--- config.mk ---
export PLATFORM = sky130hd
export DESIGN_NAME = mdc_acondicionador_entradas
export DESIGN_NICKNAME = d
export VERILOG_FILES = /design/src/rtl/mdc_acondicionador_entradas.sv
export SDC_FILE = /design/constraint.sdc
export NUM_CORES = 1
export LEC_CHECK = 0
export BUFFER_PORTS_ARGS = -buffer_cell sky130_fd_sc_hd__buf_2
export CAP_MARGIN = 20
export CORE_MARGIN = 1.5
export CORE_UTILIZATION = 49
export DETAILED_ROUTE_END_ITERATION = 16
export PLACE_DENSITY = 0.68
export SLEW_MARGIN = 40
export SYNTH_ARGS = -nofsm -noshare
export SYNTH_HDL_FRONTEND = slang
export SYNTH_SLANG_ARGS = --single-unit
--- constraint.sdc ---
create_clock -name clk -period 1.2 [get_ports clk]
set_clock_uncertainty 0.15 [all_clocks]
set_input_delay 0.24 -clock clk [delete_from_list [all_inputs] [get_ports clk]]
set_output_delay 0.24 -clock clk [all_outputs]
set_load 0.05 [all_outputs]
--- src/rtl/mdc_acondicionador_entradas.sv ---
// Input conditioning for the coffee-machine controller: per-channel two-flop sync,
// debounce and button latching, producing registered active-low Condicion levels.
module mdc_acondicionador_entradas #(
  parameter int              N_CH      = 6,
  parameter int              DB_CYCLES = 4,
  parameter logic [N_CH-1:0] BTN_MASK  = 6'b001100
) (
  input  logic            clk,
  input  logic            rst,
  input  logic [N_CH-1:0] raw_n,
  input  logic            clr_req,
  output logic [N_CH-1:0] cond_n,
  output logic            cambio
);

  localparam int              CNT_W   = $clog2(DB_CYCLES);
  localparam logic [CNT_W-1:0] CNT_MAX = CNT_W'(DB_CYCLES - 1);
  localparam logic [CNT_W-1:0] CNT_ONE = CNT_W'(1);

  logic [N_CH-1:0] cond_next;
  logic [N_CH-1:0] cond_n_reg;
  logic            cambio_reg;

  genvar gi;
  generate
    for (gi = 0; gi < N_CH; gi = gi + 1) begin : g_ch
      logic             s1_reg;
      logic             s2_reg;
      logic             stable_reg;
      logic             stable_next;
      logic [CNT_W-1:0] cnt_reg;
      logic [CNT_W-1:0] cnt_next;

      // A new level is accepted only after DB_CYCLES consecutive disagreeing samples.
      always_comb begin
        stable_next = stable_reg;
        cnt_next    = '0;
        if (s2_reg != stable_reg) begin
          if (cnt_reg == CNT_MAX) begin
            stable_next = s2_reg;
          end else begin
            cnt_next = cnt_reg + CNT_ONE;
          end
        end
      end

      always_ff @(posedge clk) begin
        if (rst) begin
          s1_reg     <= 1'b1;
          s2_reg     <= 1'b1;
          stable_reg <= 1'b1;
          cnt_reg    <= '0;
        end else begin
          s1_reg     <= raw_n[gi];
          s2_reg     <= s1_reg;
          stable_reg <= stable_next;
          cnt_reg    <= cnt_next;
        end
      end

      if (BTN_MASK[gi]) begin : g_btn
        logic latch_reg;
        logic latch_next;
        logic press;

        // A press landing on the same edge as a clear still sets the latch.
        assign press = stable_reg & ~stable_next;

        always_comb begin
          latch_next = latch_reg;
          if (clr_req) begin
            latch_next = 1'b0;
          end
          if (press) begin
            latch_next = 1'b1;
          end
        end

        always_ff @(posedge clk) begin
          if (rst) begin
            latch_reg <= 1'b0;
          end else begin
            latch_reg <= latch_next;
          end
        end

        assign cond_next[gi] = ~latch_next;
      end else begin : g_lvl
        assign cond_next[gi] = stable_next;
      end
    end
  endgenerate

  // cond_n is registered from next-state values so it moves on the same edge as the
  // debounced level; cambio flags the first cycle a new value is visible.
  always_ff @(posedge clk) begin
    if (rst) begin
      cond_n_reg <= {N_CH{1'b1}};
      cambio_reg <= 1'b0;
    end else begin
      cond_n_reg <= cond_next;
      cambio_reg <= |(cond_next ^ cond_n_reg);
    end
  end

  assign cond_n = cond_n_reg;
  assign cambio = cambio_reg;

endmodule

* Yosys cells after proc, flatten, opt, wreduce, memory -nomap -nowiden
Index checks and enable logic that the tools add are counted.
Word-level totals: word-level logic and storage cells 82, output and inout bits 7, register bits 39, input bits 9
Cells by class: add/sub/neg operators 6, muxes and demuxes 16, bitwise operators 13, equal/unequal tests 12, reduce and logical (&&, ||, !) cells 7
Operators by type and width (count):
- $reduce_or A3 Y1 | 6
- $mux W1 | 16
- $add A2 B1 Y2 const B | 6
- $eq A2 B2 Y1 const B | 6
- $not A1 Y1 | 10
- $ne A1 B1 Y1 | 6
- $reduce_or A6 Y1 | 1
- $xor A6 B6 Y6 | 1
- $and A1 B1 Y1 | 2

* Depth between registers and ports, before layout
Gate-level depths: netlist (run 1).
depth after elaboration 9, depth in mapped cells 5, depth with buffers taken out 5

* Worst setup path after synthesis (run 1)
No wires, ideal clock.
path kind register to register, start register cond_n_reg[2], in the netlist cond_n[2], end register cambio_reg, in the netlist cambio, path buffers 0, cell stages (with the launch flop) 5, data arrival time 1168 ps, clock period less this slack 1388 ps, setup time 70 ps, setup slack -188 ps, data required time 980 ps, path through dfxtp_1 -> a22oi_1 -> o22ai_1 -> nor4_2 -> a21oi_1
Between the ends: word-level cells in the longest chain between the ends 2
Ends and longest elaborated chain:
- from (decl) | RTL line 21 | logic [N_CH-1:0] cond_n_reg;
- from (signal assigned) | RTL line 98 | cond_n_reg <= {N_CH{1'b1}};
- from (signal assigned) | RTL line 101 | cond_n_reg <= cond_next;
- $xor A6 B6 Y6 | RTL line 102 | cambio_reg <= |(cond_next ^ cond_n_reg);
- $reduce_or A6 Y1 | RTL line 102
- to (signal assigned) | RTL line 102
- to (decl) | RTL line 22 | logic cambio_reg;
No other way between the ends. A chain may end at the register's enable or synchronous reset.

* Worst setup path after layout (run 1)
start register cond_n_reg[0], in the netlist cond_n[0], end output cond_n[0]
RTL lines:
- to (decl) | RTL line 12 | output logic [N_CH-1:0] cond_n,
No word-level cell between the ends.

==> impl_metrics.json, run 1 <==
{
  "outcome": "finished with violations",
  "violations": "setup timing",
  "io_buffers": 15,
  "drt-initial-drc-count": 6,
  "place_congestion": 0.777,
  "endpoint_kind": "output port",
  "layout_commonest_cell": "dfxtp_2",
  "clkTransAtPathRegs_ns": 0.09,
  "rows": 18,
  "netlist_area_mm2": 0.00126,
  "first_global_vias": 960,
  "drv_slew": 0,
  "vdd.ir_drop.worst_uv": 953,
  "worst_slack_ns": -0.147,
  "worst_slew_pin_slew_ns": 0.267,
  "timing.rr.start": "g_ch[2].cnt_reg[0]",
  "cp.arrival_ns": 0.96,
  "grt_max_degree": 17,
  "drcViolationCount": 0,
  "ant_nets": 0,
  "p_leak_nw": 0.756,
  "overflow": 0,
  "via_per_inst": 5.06,
  "reg2reg_depth": 5,
  "cts_buffer_depth": 2,
  "critPathMaxFanout": 2,
  "power_mw": 2.03,
  "post-dp-hpwl_um": 1560,
  "maxCapViolCount": 0,
  "wl_per_cell_um": 14.5,
  "die_w_um": 53.8,
  "cts_buffers": 5,
  "r2r_slack_ns": -0.13,
  "largest_reg_flops": 12,
  "io_pins": 16,
  "syn_to_final_growth_pct": 52.9,
  "fillerInstances": 158,
  "slowest_delay_ns": 0.37,
  "final_cell_mix": "dfxtp_2, dfxtp_1, or2_2",
  "critical-path-slowest-cell": "dfxtp_4",
  "wl_um": 2710,
  "final_layout_size_suffix_gt1_share_pct": 62.4,
  "powerDensity_mw_per_mm2": 1050,
  "cts_sinks": 35,
  "holdPathStages": 2,
  "grt_setup_unrepaired": "yes",
  "finalCritPeriodShare_pct": 112,
  "holdWs_ns": 0.118,
  "core-area_mm2": 0.00245,
  "dieArea_mm2": 0.00289,
  "final_util_pct": 78.7,
  "syn_nets": 132,
  "worstPathRequired_ns": 0.81,
  "synth.avg_cell_area_um2": 10.8,
  "worstHoldStart": "rst",
  "hold_violations": 0,
  "nets": 171,
  "setup_violations": 11,
  "maxSlewHeadroom_pct": 82.1,
  "ys_seq_area_share_pct": 55.4,
  "crit_chain": "buf_6 -> buf_8",
  "firstDrtPassIters": 3,
  "htreeDepth": 2,
  "syn_inst": 117,
  "ys_types": 23,
  "path_class": "flop to output port",
  "preCtsSetupSlack_ns": -0.137,
  "grt_first_pass_wirelength_um": 3940,
  "r2r_end": "cambio",
  "start_util_pct": 51.5,
  "hold_end": "g_ch[3].stable_reg",
  "cts_tree": "built",
  "clkLatencyLatePin_ns": 0.33,
  "hold_path.class": "input port to flop",
  "synth-seq-cells": 35,
  "die_y_um": 53.8,
  "vias": 947,
  "yosys_warnings": 0,
  "diodes": 0,
  "max_freq_ghz": 0.742,
  "antenna_found_initial": 0,
  "period_minus_slack_ns": 1.35,
  "root_buffer": "clkbuf_4",
  "grt_usage_pct": 20.0,
  "start_kind": "flop"
}
==> per-stage QoR <==
stage / setup TNS (ns) / cell area, µm² / cells
after global routing: -1.26 / 1930 / 187
after global placement: -0.136 / 1450 / 166
after CTS: -0.757 / 1780 / 182
final: -0.749 / 1930 / 187
after floorplan: -0.0542 / 1270 / 117
after detailed placement: -0.404 / 1450 / 166
==> report_power, final <==
part	total [mW]	leakage (nW)	switching [mW]	internal (mW)
clock	0.707	0.0386	0.362	0.345
combinational	0.129	0.430	0.0494	0.0798
sequential	1.19	0.287	0.0167	1.18
total	2.03	0.756	0.428	1.60
==> what timing repair did <==
item,4_1_cts,5_1_grt
buffers inserted,2,5
hold endpoints to repair,6,0
pin swaps,7,8
gates resized for setup,53,29
hold buffers,6,0
setup endpoints to repair,18,24
==> worst max-delay path, delay by kind of cell (launching register included) <==
kind / cells / cell delay, ns
buf+inv: 2 / 0.26
flops: 1 / 0.37
==> cells by family (layout without fill, tap and decap cells) <==
logic type | count (synthesis) | in the layout | share of synthesized area, %
buffers and inverters | 18 | 58 | 6.73
adder cells (fa/ha/maj) | 6 | 6 | 5.94
AO/OA/AOI/OAI | 14 | 14 | 8.12
AND/OR/NAND/NOR | 38 | 38 | 19.6
XOR/XNOR | 6 | 6 | 4.16
flip-flops | 35 | 35 | 55.4
==> cell usage after synthesis (all sizes together) <==
cell / instances / area [µm²]
nor4: 5 / 37.5
and2: 1 / 7.51
buf: 6 / 40.0
xnor2: 6 / 52.6
dfxtp: 35 / 701
a21oi: 1 / 5.00
or3: 2 / 12.5
nor2b: 7 / 43.8
a22oi: 1 / 7.51
o21ai: 2 / 10.0
o22a: 1 / 8.76
clkbuf: 1 / 3.75
nand3b: 2 / 15.0
o22ai: 3 / 18.8
inv: 11 / 41.3
nor2: 4 / 15.0
nand2b: 1 / 6.26
or2: 12 / 75.1
a211o: 6 / 52.6
nor4b: 4 / 35.0
ha: 6 / 75.1
==> final cells by class <==
| class | count | area, µm² | share of cell area [%] |
|---|---|---|---|
| sequential | 35 | 739 | 38.3 |
| multi-input combinational | 64 | 654 | 33.9 |
| clock buffer | 8 | 68.8 | 3.56 |
| tap | 30 | 37.5 | 1.94 |
| timing repair buffer | 39 | 388 | 20.1 |
| inverter | 11 | 43.8 | 2.27 |
==> layer usage <==
layer	share of wire, %	track usage [%]
met3	2.8	5.00
met1	39	19.4
met4	1.9	11.5
met2	57	37.6
met5	0	0
==> worst max-delay path by stage <==
stage | endpoint | start | slack, ns
after floorplan | cambio | g_ch[2].cnt_reg[0] | -0.05
after global placement | cambio | g_ch[2].cnt_reg[0] | -0.09
after detailed placement | cambio | g_ch[2].cnt_reg[0] | -0.14
after CTS | cond_n[0] | cond_n[0] | -0.14
after global routing | cambio | cond_n[2] | -0.19
final | cond_n[0] | cond_n[0] | -0.15
Note: power is estimated with default switching activity, not from simulation.
==> inputs of run 2 (changes only) <==
--- a/config.mk
+++ b/config.mk
@@ -5,6 +5,7 @@
 export SDC_FILE = /design/constraint.sdc
 export NUM_CORES = 1
 export LEC_CHECK = 0
+export ABC_AREA = 1
 export BUFFER_PORTS_ARGS = -buffer_cell sky130_fd_sc_hd__buf_2
 export CAP_MARGIN = 20
 export CORE_MARGIN = 1.5
==> impl_metrics.json, run 2 <==
{
  "grt_usage_pct": 18.4,
  "first_global_vias": 965,
  "final_cell_mix": "inv_1, nand2_1, dfxtp_1",
  "cts_buffer_depth": 2,
  "powerDensity_mw_per_mm2": 1180,
  "crit_buf_inv": 1,
  "largest_reg_flops": 12,
  "synth_top_family_by_area": "simple AND/OR/NAND/NOR gates",
  "netlist_area_mm2": 0.00129,
  "design_area_mm2": 0.00185,
  "drcViolationCount": 0,
  "violations": "setup timing",
  "ys_types": 15,
  "multi_input_area_um2": 603,
  "setup.worst_path.end": "cond_n[5]",
  "place_congestion": 0.753,
  "yosysMostFrequentCell": "dfxtp_1",
  "fin_setup_tns_ns": -0.262,
  "maxSlewHeadroom_pct": 85.6,
  "rows": 18,
  "post-dp-hpwl_um": 1570,
  "r2r_slack_ns": -0.01,
  "wl_um": 2520,
  "syn_to_final_growth_pct": 43.0,
  "holdWs_ns": 0.118,
  "critPathMaxFanout": 3,
  "preCtsSetupSlack_ns": -0.0454,
  "r2r_end": "cambio",
  "crit_chain": "buf_8",
  "drv_slew": 0,
  "htreeDepth": 2,
  "netlist_top_cells_area": "dfxtp_1, inv_1, nand2_1",
  "io_buffers": 15,
  "cts_buffers": 5,
  "p_leak_nw": 0.891,
  "start_kind": "flop",
  "synth.mux.area_fraction_pct": 0,
  "endpoint_kind": "output port",
  "ys_seq_area_share_pct": 54.2,
  "worst_slack_ns": -0.0554,
  "synth.avg_cell_area_um2": 8.40,
  "synthXorXnorAreaFrac_pct": 0,
  "vdd.ir_drop.worst_uv": 1130,
  "cp-startpoint": "g_ch[5].stable_reg",
  "power_mw": 2.19,
  "place_area_mm2": 0.00144,
  "nets": 202,
  "cts_sinks": 35,
  "vias": 1047,
  "diodes": 0,
  "synth-compound-area-share_pct": 4.84,
  "timing.rr.start": "cond_n[0]",
  "final_layout_size_suffix_gt1_share_pct": 44.1,
  "drt-initial-drc-count": 9,
  "die_w_um": 54.4,
  "period_minus_slack_ns": 1.26,
  "syn_nets": 169,
  "core-area_mm2": 0.00248,
  "reg2reg_depth": 8,
  "cts_tree": "built",
  "yosys_warnings": 0,
  "syn_inst": 154,
  "synth_common_cells": "dfxtp_1, inv_1, nand2_1",
  "max_freq_ghz": 0.797,
  "clkLatencyLatePin_ns": 0.34,
  "seq_area_um2": 721,
  "path_depth": 1,
  "dieArea_mm2": 0.00296,
  "yosys.area.top_type": "dfxtp_1",
  "synth-seq-cells": 35,
  "setup_violations": 8,
  "finalCritPeriodShare_pct": 105,
  "root_buffer": "clkbuf_4",
  "grt_setup_unrepaired": "yes",
  "die_y_um": 54.4,
  "path_class": "flop to output port",
  "synth_simple_gate_area_share_pct": 25.0,
  "synthAdderAreaFrac_pct": 5.80,
  "hold_violations": 0,
  "ant_nets": 0,
  "io_pins": 16,
  "grt_first_pass_wirelength_um": 3640,
  "maxCapViolCount": 0,
  "cp.arrival_ns": 0.87,
  "hold_path.class": "input port to flop",
  "start_util_pct": 52.2,
  "grt_max_degree": 12,
  "antenna_found_initial": 0,
  "slowest_delay_ns": 0.38,
  "fillerInstances": 166,
  "synth_async_sr_flop_share_pct": 0,
  "synthFlopType": "dfxtp_1",
  "critical-path-slowest-cell": "dfxtp_2",
  "via_per_inst": 4.80,
  "path_delay_family": "flip-flops",
  "synth_top_area_share_pct": 54.2,
  "synth_edf_count": 0,
  "clkTransAtPathRegs_ns": 0.11,
  "outcome": "finished with violations",
  "overflow": 0,
  "wl_per_cell_um": 11.6,
  "worst_slew_pin_slew_ns": 0.216,
  "worstPathRequired_ns": 0.81,
  "firstDrtPassIters": 4,
  "layout_commonest_cell": "inv_1"
}
[run 2: changes by cell type in the layout (fill, tap and decap cells not counted), moves of 6 or more]
cell     delta
nand2_1    +21
inv_1      +14
nor2_1     +12
dfxtp_1     +7
nand3_1     +7
a211o_1     -6
buf_6       -6
nor2b_1     -6
[run 2: metal layers]
metal,wire [µm],vias up,GRT usage [%],part of all wire [%]
met5,0,-,0,0
met4,72,0,14.6,2.9
met3,65,7,6.28,2.6
met2,1360,16,33.3,54
met1,1020,477,16.3,41
li1,-,547,-,-
[run 2: worst min path at each step]
stage	slack, ns	startpoint	depth (start not counted)	to
after global routing	0.14	clr_req	5	cond_n[3]
after detailed placement	0.25	g_ch[0].s1_reg	1	g_ch[0].s2_reg
after global placement	0.24	g_ch[1].s1_reg	1	g_ch[1].s2_reg
after floorplan	0.19	raw_n[0]	1	g_ch[0].s1_reg
final	0.12	clr_req	5	cond_n[3]
after CTS	0.09	rst	3	cond_n[4]
[run 2: area by class of cell]
cell class                      instances  area share [%]
Sequential cell                        35            38.9
Multi-Input combinational cell         89            32.6
Timing Repair Buffer                   32            16.9
Inverter                               24            4.87
Clock buffer                            6            2.77
Tap cell                               30            2.03
Clock inverter                          2            1.89
[run 2: through the flow]
step	cells	util, %
6_report	218	74.7
5_1_grt	218	74.7
4_1_cts	216	70.1
3_5_place_dp	200	58.3
3_3_place_gp	200	58.3
2_1_floorplan	154	-
[run 2: cells by family after synthesis]
kind of cell    Yosys count
compound gates           12
fa+ha+maj                 6
buf+inv                  30
flops                    35
simple gates             71
[run 2: what timing repair did]
item | in CTS | in global routing
cloned | 0 | 0
endpoints found under the setup margin | 8 | 15
hold endpoints to repair | 6 | 0
pin swaps | 5 | 8
hold buffers | 6 | 0
resized for setup | 42 | 22
setup buffers | 2 | 2
[run 2: where the power goes]
group / internal (mW) / switching (mW) / leakage (nW) / total (mW)
Combinational: 0.0648 / 0.0490 / 0.556 / 0.114
Clock: 0.492 / 0.382 / 0.0482 / 0.874
Sequential: 1.18 / 0.0154 / 0.287 / 1.20
==> inputs of run 3 (changes only) <==
--- a/config.mk
+++ b/config.mk
@@ -9,9 +9,10 @@
 export BUFFER_PORTS_ARGS = -buffer_cell sky130_fd_sc_hd__buf_2
 export CAP_MARGIN = 20
 export CORE_MARGIN = 1.5
-export CORE_UTILIZATION = 49
+export CORE_UTILIZATION = 59
 export DETAILED_ROUTE_END_ITERATION = 16
-export PLACE_DENSITY = 0.68
+export PLACE_DENSITY = 0.81
+export SKIP_LAST_GASP = 1
 export SLEW_MARGIN = 40
 export SYNTH_ARGS = -nofsm -noshare
 export SYNTH_HDL_FRONTEND = slang
==> constraint.sdc (replaced) <==
create_clock -name clk -period 1.5 [get_ports clk]
set_clock_uncertainty 0.15 [all_clocks]
set_input_delay 0.3 -clock clk [delete_from_list [all_inputs] [get_ports clk]]
set_output_delay 0.3 -clock clk [all_outputs]
set_load 0.05 [all_outputs]
==> impl_metrics.json, run 3 (synthesis gave the netlist of run 2 again) <==
{
  "fin_setup_tns_ns": 0,
  "clkPwrFrac_pct": 35.4,
  "final_layout_size_suffix_gt1_share_pct": 20.6,
  "preCtsSetupSlack_ns": 0.228,
  "worst_slew_pin_slew_ns": 0.370,
  "outcome": "completed",
  "wl_um": 1990,
  "nets": 189,
  "drt-initial-drc-count": 20,
  "finalCritPeriodShare_pct": 95.9,
  "ant_nets": 0,
  "layout_commonest_cell": "dfxtp_1",
  "endpoint_kind": "output port",
  "place_congestion": 0.758,
  "switching_share_pct": 20.4,
  "syn_to_final_growth_pct": 13.5,
  "powerDensity_mw_per_mm2": 1070,
  "hold_violations": 0,
  "core-area_mm2": 0.00202,
  "internal_power_mw": 1.26,
  "cts_tree": "built",
  "cp-startpoint": "cond_n[2]",
  "htreeDepth": 2,
  "final_util_pct": 72.6,
  "drv_slew": 0,
  "cts_resized": 0,
  "multi_input_area_um2": 460,
  "cp.arrival_ns": 0.99,
  "p_leak_nw": 0.790,
  "cts_sinks": 35,
  "firstDrtPassIters": 4,
  "worstPathRequired_ns": 1.05,
  "timing.rr.start": "g_ch[2].cnt_reg[0]",
  "start_kind": "flop",
  "cts_buffers": 5,
  "layout.cells.non_filler": 202,
  "overflow": 0,
  "dieArea_mm2": 0.00248,
  "worstHoldStart": "raw_n[5]",
  "diodes": 0,
  "first_global_vias": 893,
  "rows": 16,
  "largest_reg_flops": 12,
  "comb_power_share_pct": 4.0,
  "grt_setup_unrepaired": "no",
  "critPathMaxFanout": 3,
  "antenna_found_initial": 0,
  "start_util_pct": 64.0,
  "setup_violations": 0,
  "root_buffer": "clkbuf_4",
  "path_class": "flop to output port",
  "post_cts_buffers": 0,
  "fillerInstances": 157,
  "place_area_mm2": 0.00136,
  "placed_cells": 190,
  "wl_per_cell_um": 9.85,
  "clkLatencyLatePin_ns": 0.33,
  "io_pins": 16,
  "maxSlewHeadroom_pct": 75.3,
  "die_y_um": 49.8,
  "io_buffers": 15,
  "via_per_inst": 4.79,
  "final_cell_mix": "dfxtp_1, inv_1, nand2_1",
  "max_freq_ghz": 0.695,
  "worst_slack_ns": 0.0609,
  "clkTransAtPathRegs_ns": 0.10,
  "seq_area_um2": 701,
  "cts_buffer_depth": 2,
  "crit_buf_inv": 1,
  "die_w_um": 49.8,
  "path_delay_family": "flip-flops",
  "vdd.ir_drop.worst_uv": 1030,
  "period_minus_slack_ns": 1.44,
  "slowest_delay_ns": 0.38,
  "design_area_mm2": 0.00147,
  "critical-path-slowest-cell": "dfxtp_1",
  "crit_chain": "buf_2",
  "vias": 967,
  "grt_first_pass_wirelength_um": 3370,
  "grt_usage_pct": 18.5,
  "power.switching_mw": 0.322,
  "p_seq_share_pct": 60.6,
  "drcViolationCount": 0,
  "cts_hold_buf": 4,
  "grt_max_degree": 26,
  "post-dp-hpwl_um": 1430,
  "hold_path.class": "input port to flop",
  "maxCapViolCount": 0
}
-- run 3: final cells by class --
type	instances	area share, %
Sequential cell	35	47.7
Multi-Input combinational cell	89	31.3
Timing Repair Buffer	19	7.84
Inverter	24	6.13
Clock buffer	8	4.68
Tap cell	27	2.30
-- run 3: power by group through the flow --
stage | logic (mW) | registers (mW) | clock network [mW]
3_5_place_dp | 0.0549 | 0.979 | 0
2_1_floorplan | 0.0387 | 0.977 | 0
5_1_grt | 0.0716 | 0.960 | 0.610
6_report | 0.0624 | 0.957 | 0.559
3_3_place_gp | 0.0513 | 0.978 | 0
4_1_cts | 0.0633 | 0.958 | 0.572
-- run 3: path summary, 6_finish.rpt --
check	end	cells after the start	slack [ns]
min	g_ch[5].s1_reg	2	0.01
max	cond_n[2]	1	0.06
min reg2reg	g_ch[3].s2_reg	1	0.26
max reg2reg	cambio	8	0.21
-- run 3: through the flow --
stage          hold slack [ns]  total power, mW
2_1_floorplan            0.239             1.02
3_3_place_gp             0.242             1.03
3_5_place_dp             0.244             1.03
4_1_cts                0.00944             1.59
5_1_grt                0.00202             1.64
6_report               0.00989             1.58
-- run 3: routing by layer --
metal / share of wire (%) / up-vias / wire [µm] / global-route usage (%)
met5: 0 / - / 0 / 0
met4: 1.9 / 0 / 38 / 8.33
met3: 4.3 / 4 / 86 / 7.27
met2: 51 / 18 / 1010 / 33.1
met1: 43 / 434 / 851 / 18.8
li1: - / 511 / - / -
